<file path="src/rtl/defog_frame_ctrl.sv">
// Frame-level controller for the dehaze pipeline: vsync-framed config commit, atmospheric-light latch,
// frame geometry measurement and line-length format check. Optional macro: DEFOG_AL_SMOOTH_EN (IIR atm light).
module defog_frame_ctrl #(
    parameter int         CNT_W     = 12,
    parameter logic [7:0] THRE_INIT = 8'd26,
    parameter int         AL_SHIFT  = 3
) (
    input  logic             pixelclk,
    input  logic             reset_p,
    input  logic             i_hsync,
    input  logic             i_vsync,
    input  logic             i_de,
    input  logic [7:0]       i_dark_max,
    input  logic [7:0]       cfg_thre,
    input  logic             cfg_bypass,
    input  logic             cfg_wr,
    output logic [7:0]       o_thre,
    output logic             o_bypass,
    output logic [7:0]       o_atm_light,
    output logic             o_frame_start,
    output logic [15:0]      o_frame_cnt,
    output logic [CNT_W-1:0] o_width,
    output logic [CNT_W-1:0] o_height,
    output logic             o_fmt_err,
    output logic             o_cfg_pending
);

    typedef enum logic [1:0] {
        S_WAIT_VS = 2'd0,
        S_VSYNC   = 2'd1,
        S_ACTIVE  = 2'd2
    } state_t;

    localparam logic [CNT_W-1:0] CNT_ZERO = {CNT_W{1'b0}};
    localparam logic [CNT_W-1:0] CNT_ONE  = {{(CNT_W-1){1'b0}}, 1'b1};
    localparam logic [CNT_W-1:0] CNT_MAX  = {CNT_W{1'b1}};

    state_t           state;
    logic             vs_d;
    logic             line_open;
    logic             ref_valid;
    logic             err;
    logic [CNT_W-1:0] pix_cnt;
    logic [CNT_W-1:0] line_cnt;
    logic [CNT_W-1:0] ref_w;
    logic [7:0]       sh_thre;
    logic             sh_bypass;

    logic             b_evt;
    logic             commit;
    logic             rise;
    logic             fall;
    logic             close;
    logic [CNT_W-1:0] line_nxt;
    logic [CNT_W-1:0] pix_nxt;
    logic [CNT_W-1:0] ref_nxt;
    logic             ref_valid_nxt;
    logic             err_nxt;
    logic             open_nxt;
    logic [7:0]       atm_nxt;

    // hsync carries no information for counting; kept only as a port
    logic unused_sink;
    assign unused_sink = i_hsync ^ (AL_SHIFT > 32'sd0);

    function automatic logic [CNT_W-1:0] sat_inc(input logic [CNT_W-1:0] v);
        logic [CNT_W-1:0] r;
        if (v == CNT_MAX) begin
            r = v;
        end else begin
            r = v + CNT_ONE;
        end
        return r;
    endfunction

`ifdef DEFOG_AL_SMOOTH_EN
    localparam int AW = 8 + AL_SHIFT;
    logic          al_loaded;
    logic [AW-1:0] atm_ext;
    logic [AW-1:0] dm_ext;
    logic [AW-1:0] al_sum;

    // IIR: atm*(2^K-1) + new, scaled back by 2^K; first commit loads the sample directly
    always_comb begin
        atm_ext = {{AL_SHIFT{1'b0}}, o_atm_light};
        dm_ext  = {{AL_SHIFT{1'b0}}, i_dark_max};
        al_sum  = (atm_ext << AL_SHIFT) - atm_ext + dm_ext;
        if (al_loaded) begin
            atm_nxt = al_sum[AW-1:AL_SHIFT];
        end else begin
            atm_nxt = i_dark_max;
        end
    end
`else
    // Atmospheric light follows the per-frame sample directly
    always_comb begin
        atm_nxt = i_dark_max;
    end
`endif

    // Next-state of the line/pixel counters; a line still open at the boundary closes in that cycle
    always_comb begin
        b_evt  = i_vsync & ~vs_d;
        commit = b_evt & (state == S_ACTIVE);
        rise   = i_de & ~line_open;
        fall   = ~i_de & line_open;

        if (rise) begin
            line_nxt = sat_inc(line_cnt);
            pix_nxt  = CNT_ONE;
            open_nxt = 1'b1;
        end else if (line_open && i_de) begin
            line_nxt = line_cnt;
            pix_nxt  = sat_inc(pix_cnt);
            open_nxt = 1'b1;
        end else begin
            line_nxt = line_cnt;
            pix_nxt  = pix_cnt;
            open_nxt = 1'b0;
        end

        close         = fall | (b_evt & (line_open | rise));
        ref_nxt       = ref_w;
        ref_valid_nxt = ref_valid;
        err_nxt       = err;
        if (close && !ref_valid) begin
            ref_nxt       = pix_nxt;
            ref_valid_nxt = 1'b1;
        end else if (close && (pix_nxt != ref_w)) begin
            err_nxt = 1'b1;
        end else begin
            err_nxt = err;
        end
    end

    // Frame FSM, measurement registers, config shadow/commit and all registered outputs
    always_ff @(posedge pixelclk) begin
        if (reset_p) begin
            state         <= S_WAIT_VS;
            vs_d          <= 1'b0;
            line_open     <= 1'b0;
            ref_valid     <= 1'b0;
            err           <= 1'b0;
            pix_cnt       <= CNT_ZERO;
            line_cnt      <= CNT_ZERO;
            ref_w         <= CNT_ZERO;
            sh_thre       <= THRE_INIT;
            sh_bypass     <= 1'b0;
            o_thre        <= THRE_INIT;
            o_bypass      <= 1'b0;
            o_atm_light   <= 8'd0;
            o_frame_start <= 1'b0;
            o_frame_cnt   <= 16'd0;
            o_width       <= CNT_ZERO;
            o_height      <= CNT_ZERO;
            o_fmt_err     <= 1'b0;
            o_cfg_pending <= 1'b0;
`ifdef DEFOG_AL_SMOOTH_EN
            al_loaded     <= 1'b0;
`endif
        end else begin
            vs_d          <= i_vsync;
            o_frame_start <= 1'b0;

            if (cfg_wr) begin
                sh_thre   <= cfg_thre;
                sh_bypass <= cfg_bypass;
            end else begin
                sh_thre   <= sh_thre;
                sh_bypass <= sh_bypass;
            end

            case (state)
                S_WAIT_VS: begin
                    if (b_evt) begin
                        state <= S_VSYNC;
                    end else begin
                        state <= S_WAIT_VS;
                    end
                end
                S_VSYNC: begin
                    line_open <= 1'b0;
                    ref_valid <= 1'b0;
                    err       <= 1'b0;
                    pix_cnt   <= CNT_ZERO;
                    line_cnt  <= CNT_ZERO;
                    ref_w     <= CNT_ZERO;
                    if (!i_vsync) begin
                        state <= S_ACTIVE;
                    end else begin
                        state <= S_VSYNC;
                    end
                end
                S_ACTIVE: begin
                    line_open <= open_nxt;
                    ref_valid <= ref_valid_nxt;
                    err       <= err_nxt;
                    pix_cnt   <= pix_nxt;
                    line_cnt  <= line_nxt;
                    ref_w     <= ref_nxt;
                    if (b_evt) begin
                        state         <= S_VSYNC;
                        o_width       <= ref_nxt;
                        o_height      <= line_nxt;
                        o_fmt_err     <= err_nxt;
                        o_frame_cnt   <= o_frame_cnt + 16'd1;
                        o_frame_start <= 1'b1;
                        o_atm_light   <= atm_nxt;
`ifdef DEFOG_AL_SMOOTH_EN
                        al_loaded     <= 1'b1;
`endif
                    end else begin
                        state <= S_ACTIVE;
                    end
                end
                default: begin
                    state <= S_WAIT_VS;
                end
            endcase

            // A write landing on the commit cycle takes effect at that same commit
            if (commit) begin
                o_cfg_pending <= 1'b0;
                if (cfg_wr) begin
                    o_thre   <= cfg_thre;
                    o_bypass <= cfg_bypass;
                end else if (o_cfg_pending) begin
                    o_thre   <= sh_thre;
                    o_bypass <= sh_bypass;
                end else begin
                    o_thre   <= o_thre;
                    o_bypass <= o_bypass;
                end
            end else if (cfg_wr) begin
                o_cfg_pending <= 1'b1;
            end else begin
                o_cfg_pending <= o_cfg_pending;
            end
        end
    end

endmodule

</file>
<file path="config.mk">
export PLATFORM = sky130hd
export DESIGN_NAME = defog_frame_ctrl
export DESIGN_NICKNAME = d
export VERILOG_FILES = /design/src/rtl/defog_frame_ctrl.sv
export SDC_FILE = /design/constraint.sdc
export NUM_CORES = 1
export LEC_CHECK = 0
export CAP_MARGIN = 20
export CORE_ASPECT_RATIO = 2
export CORE_MARGIN = 3
export CORE_UTILIZATION = 54
export DETAILED_ROUTE_END_ITERATION = 16
export GPL_ROUTABILITY_DRIVEN = 0
export PLACE_DENSITY = 0.8
export SLEW_MARGIN = 20
export SYNTH_ARGS = -nofsm -noshare
export SYNTH_HDL_FRONTEND = slang
export SYNTH_SLANG_ARGS = --single-unit
export TNS_END_PERCENT = 1
</file>
<file path="constraint.sdc">
create_clock -name pixelclk -period 3.1 [get_ports pixelclk]
set_input_delay 0.31 -clock pixelclk [delete_from_list [all_inputs] [get_ports pixelclk]]
set_output_delay 0.31 -clock pixelclk [all_outputs]
set_load 0.02 [all_outputs]
</file>
==> impl_summary.txt <==
----------------------------------------------------
[Critical path]
  Worst setup path class ... reg -> reg
  Critical Path Fanout Max ... 6
  Endpoint kind of the worst setup timing path ... flop
  Critical Path AT ... between 3 and 4 ns
  Data required time of the critical path ... 3.29 ns
  Number of cells on the worst reg-to-reg path ... 10
  Type of element launching the critical path ... flop

[Clocking]
  Number of clock buffers inserted by TritonCTS ... 9
  H-Tree Level Count ... 3
  Max clock buf depth ... 2
  Clock Pin Slew Worst Setup and Hold Paths ... 0.07 ns
  Buffer count from post-CTS setup fixing ... 0
  Post-cts repair resize count ... 0
  Clock insertion delay at the later pin of the skew report ... 0.35 ns
  Number of sinks driven by the clock tree ... 111
  TritonCTS clock tree ... yes
  Number of hold buffers added after cts ... 0
  CTS root buffer ... sky130_fd_sc_hd__clkbuf_16

[Cells and area]
  Post-layout utilization of the core ... 69.2%
  Diode count ... 0
  Final #Nets ... between 700 and 800
  Layout cell share with drive strength beyond 1 ... 8.71%
  Area growth from synthesis to layout ... 25.0%

[STA]
  Min Tclk post-route ... 2.95 ns
  Highest Clock Rate ... roughly 340 MHz
  Number of endpoints with negative hold slack in the final report ... 0
  Slew at the pin closest to its max-slew limit ... approximately 0.72 ns
  Final-report setup violation count ... 0
  Number of max-slew violations in the final report ... 0
  Normalized max-slew margin ... 51.5%
  Portion of the clock cycle consumed by the worst path in the final layout ... 95.2%
  Clock skew ... between 0.01 and 0.015 ns
  RSZ-0062 raised after global routing ... false
  Hold WS ... 0.435 ns

[Synth]
  Yosys top cell area share ... between 40 and 50%
  Main flop type after synthesis ... sky130_fd_sc_hd__dfxtp_1
  Largest area contributor in the netlist ... sky130_fd_sc_hd__dfxtp_1
  Post-synthesis cell type count ... 54
  Average footprint of a synthesized cell ... 7.95 sq um
  Most numerous cell types in the synthesized netlist ... sky130_fd_sc_hd__dfxtp_1, sky130_fd_sc_hd__nor2_1, sky130_fd_sc_hd__nand2_1
  Flip-flop and latch count after synthesis ... around 110
  Library cell with the highest instance count after synthesis ... sky130_fd_sc_hd__dfxtp_1
  Number of enable-type register cells in the synthesized netlist ... 0
  Top post-synthesis cells by area ... sky130_fd_sc_hd__dfxtp_1, sky130_fd_sc_hd__nor2_1, sky130_fd_sc_hd__nand2_1, sky130_fd_sc_hd__a21oi_1, sky130_fd_sc_hd__a22oi_1
  Number of warnings reported in the yosys synthesis log ... 0
  Synthesized netlist net count ... 683
  Gate Count Post-Synth ... 653
  Post-Syn Area ... ~0.0052 sq mm
  Asr flop ratio synth ... 0%
  Proportion of synthesized chip area in sequential cells ... 42.8%

[Placed design]
  IO Port Bufs ... 81
  HPWL Detailed ... approximately 10000 um

[Global route]
  Initial antenna violation count ... 0
  Overall routing resource usage ... 27.1%
  M3 GR Usage ... 5.19%
  Aggregate global routing overflow ... 0
  Via count of the first global-routing pass ... 4863
  Met2 usage ... around half
  Most Crowded Layer GR ... met2
  Global-route wire length before repair ... 22900 um
  Met1 track demand over resource in global routing ... 26.8%
  Pin count of the biggest net entering global routing ... 64

[Floorplan]
  Core Area ... 0.00938 sq mm
  Die footprint ... 0.0109 sq mm
  Starting density of the core ... a little under three fifths
  X dimension of the die ... 75.3 um
  Die boundary height ... 145 um
  Placement Rows ... 50
  # IOs ... 83

[Drt]
  Total Routed Length ... 14400 um
  Mean number of vias per cell ... 6.01
  Count of nets left with antenna violations after detail routing ... 0
  Via count ... between 5000 and 6000
  First DRT Iteration DRCs ... 329
  Average wire per standard cell ... between 15 and 20 um
  Number of optimization iterations in the first detailed-route pass ... 6
  Final routed DRC violation total ... 0

[Power and ir drop]
  Max rail drop VDD ... 0.270 mV
  Ratio of total power to cell area ... roughly 430 mW/mm^2
  Total chip power ... 2760 uW
  Leak ... 0.00227 uW

[Min path]
  Worst min-delay path class ... in -> reg
  Number of cells on the worst hold path ... 2

[Job]
  # Max-Cap Violations ... 0

[Status]
  Status ... finished clean

----------------------------------------------------
## placed cells by master, fill, tap and decap left out, types with 8 or more instances in the layout
cell	n
sky130_fd_sc_hd__dfxtp_1	111
sky130_fd_sc_hd__mux2i_1	14
sky130_fd_sc_hd__xnor2_1	12
sky130_fd_sc_hd__nor2_1	110
sky130_fd_sc_hd__nand2_1	86
sky130_fd_sc_hd__xor2_1	16
sky130_fd_sc_hd__a22oi_1	21
sky130_fd_sc_hd__nor3_1	22
sky130_fd_sc_hd__nand2b_1	10
sky130_fd_sc_hd__a211oi_1	11
sky130_fd_sc_hd__a311oi_1	8
sky130_fd_sc_hd__buf_4	31
sky130_fd_sc_hd__inv_1	11
sky130_fd_sc_hd__clkdlybuf4s50_1	80
sky130_fd_sc_hd__a21oi_1	46
sky130_fd_sc_hd__nand3_1	21
sky130_fd_sc_hd__clkbuf_16	9
sky130_fd_sc_hd__o21ai_0	24
## worst paths after layout
check | from | endpoint | slack [ns]
hold reg to reg | err | err | 0.45
setup / recovery | pix_cnt[0] | o_fmt_err | 0.15
hold / removal | reset_p | vs_d | 0.43
setup reg to reg | pix_cnt[0] | o_fmt_err | 0.15
## cell families (layout without fill, tap and decap cells)
| logic type | Yosys count | after routing | synth area share [%] |
|---|---|---|---|
| AND/OR/NAND/NOR | 294 | 294 | 25.5 |
| AO/OA/AOI/OAI | 142 | 142 | 18.3 |
| flip-flops | 111 | 111 | 42.8 |
| buffers and inverters | 56 | 138 | 4.12 |
| XOR/XNOR | 28 | 28 | 4.72 |
| multiplexers | 15 | 15 | 2.91 |
| adder cells (fa/ha/maj) | 7 | 7 | 1.69 |
## stage by stage
| step | setup WS [ns] | area (sq um) | cells | setup TNS [ns] |
|---|---|---|---|---|
| finish | 0.150 | 6490 | 839 | 0 |
| CTS | 0.270 | 6490 | 839 | 0 |
| global route | 0.128 | 6490 | 839 | 0 |
| global placement | 0.0751 | 6210 | 824 | 0 |
| floorplan | 0.532 | 5190 | 653 | 0 |
| detailed placement | -0.00944 | 6210 | 824 | -0.00944 |
## where the power goes
part	switching, uW	internal, uW	total (uW)
clock network	513	587	1100
logic	126	82.4	209
registers	10.0	1440	1450
total	650	2110	2760
## final cells by class
cell class	instances	area, sq um
clock inverter	4	28.8
clock buffer	11	253
inverter	11	41.3
multi-input combinational	486	2760
tap	104	130
timing repair buffer	112	1050
sequential	111	2220
fill	791	2890
## per-layer routing
metal,up-vias,routed length [um]
li1,2434,-
met1,2352,4920
met2,202,8020
met3,56,720
met4,0,741
met5,-,0
## state kept, by name, summed over array words and instances (netlist names), 2 cells and up
name and flops:
line_cnt 12, o_atm_light 8, o_frame_cnt 16, o_height 12, o_thre 8, o_width 12, pix_cnt 12, ref_w 12
sh_thre 8, state 2
## worst max-delay path, cell delays in order, from the launching register on
cell and delay [ns]:
sky130_fd_sc_hd__dfxtp_1 0.41, sky130_fd_sc_hd__ha_1 0.29, sky130_fd_sc_hd__nand4_1 0.15, sky130_fd_sc_hd__o41ai_1 0.46
sky130_fd_sc_hd__buf_4 0.20, sky130_fd_sc_hd__a22oi_2 0.06, sky130_fd_sc_hd__xnor2_1 0.17, sky130_fd_sc_hd__a2111oi_0 0.43
sky130_fd_sc_hd__nand4_1 0.23, sky130_fd_sc_hd__o41ai_2 0.25, sky130_fd_sc_hd__a211oi_1 0.13
No activity file was read; power rests on OpenSTA's default activity.
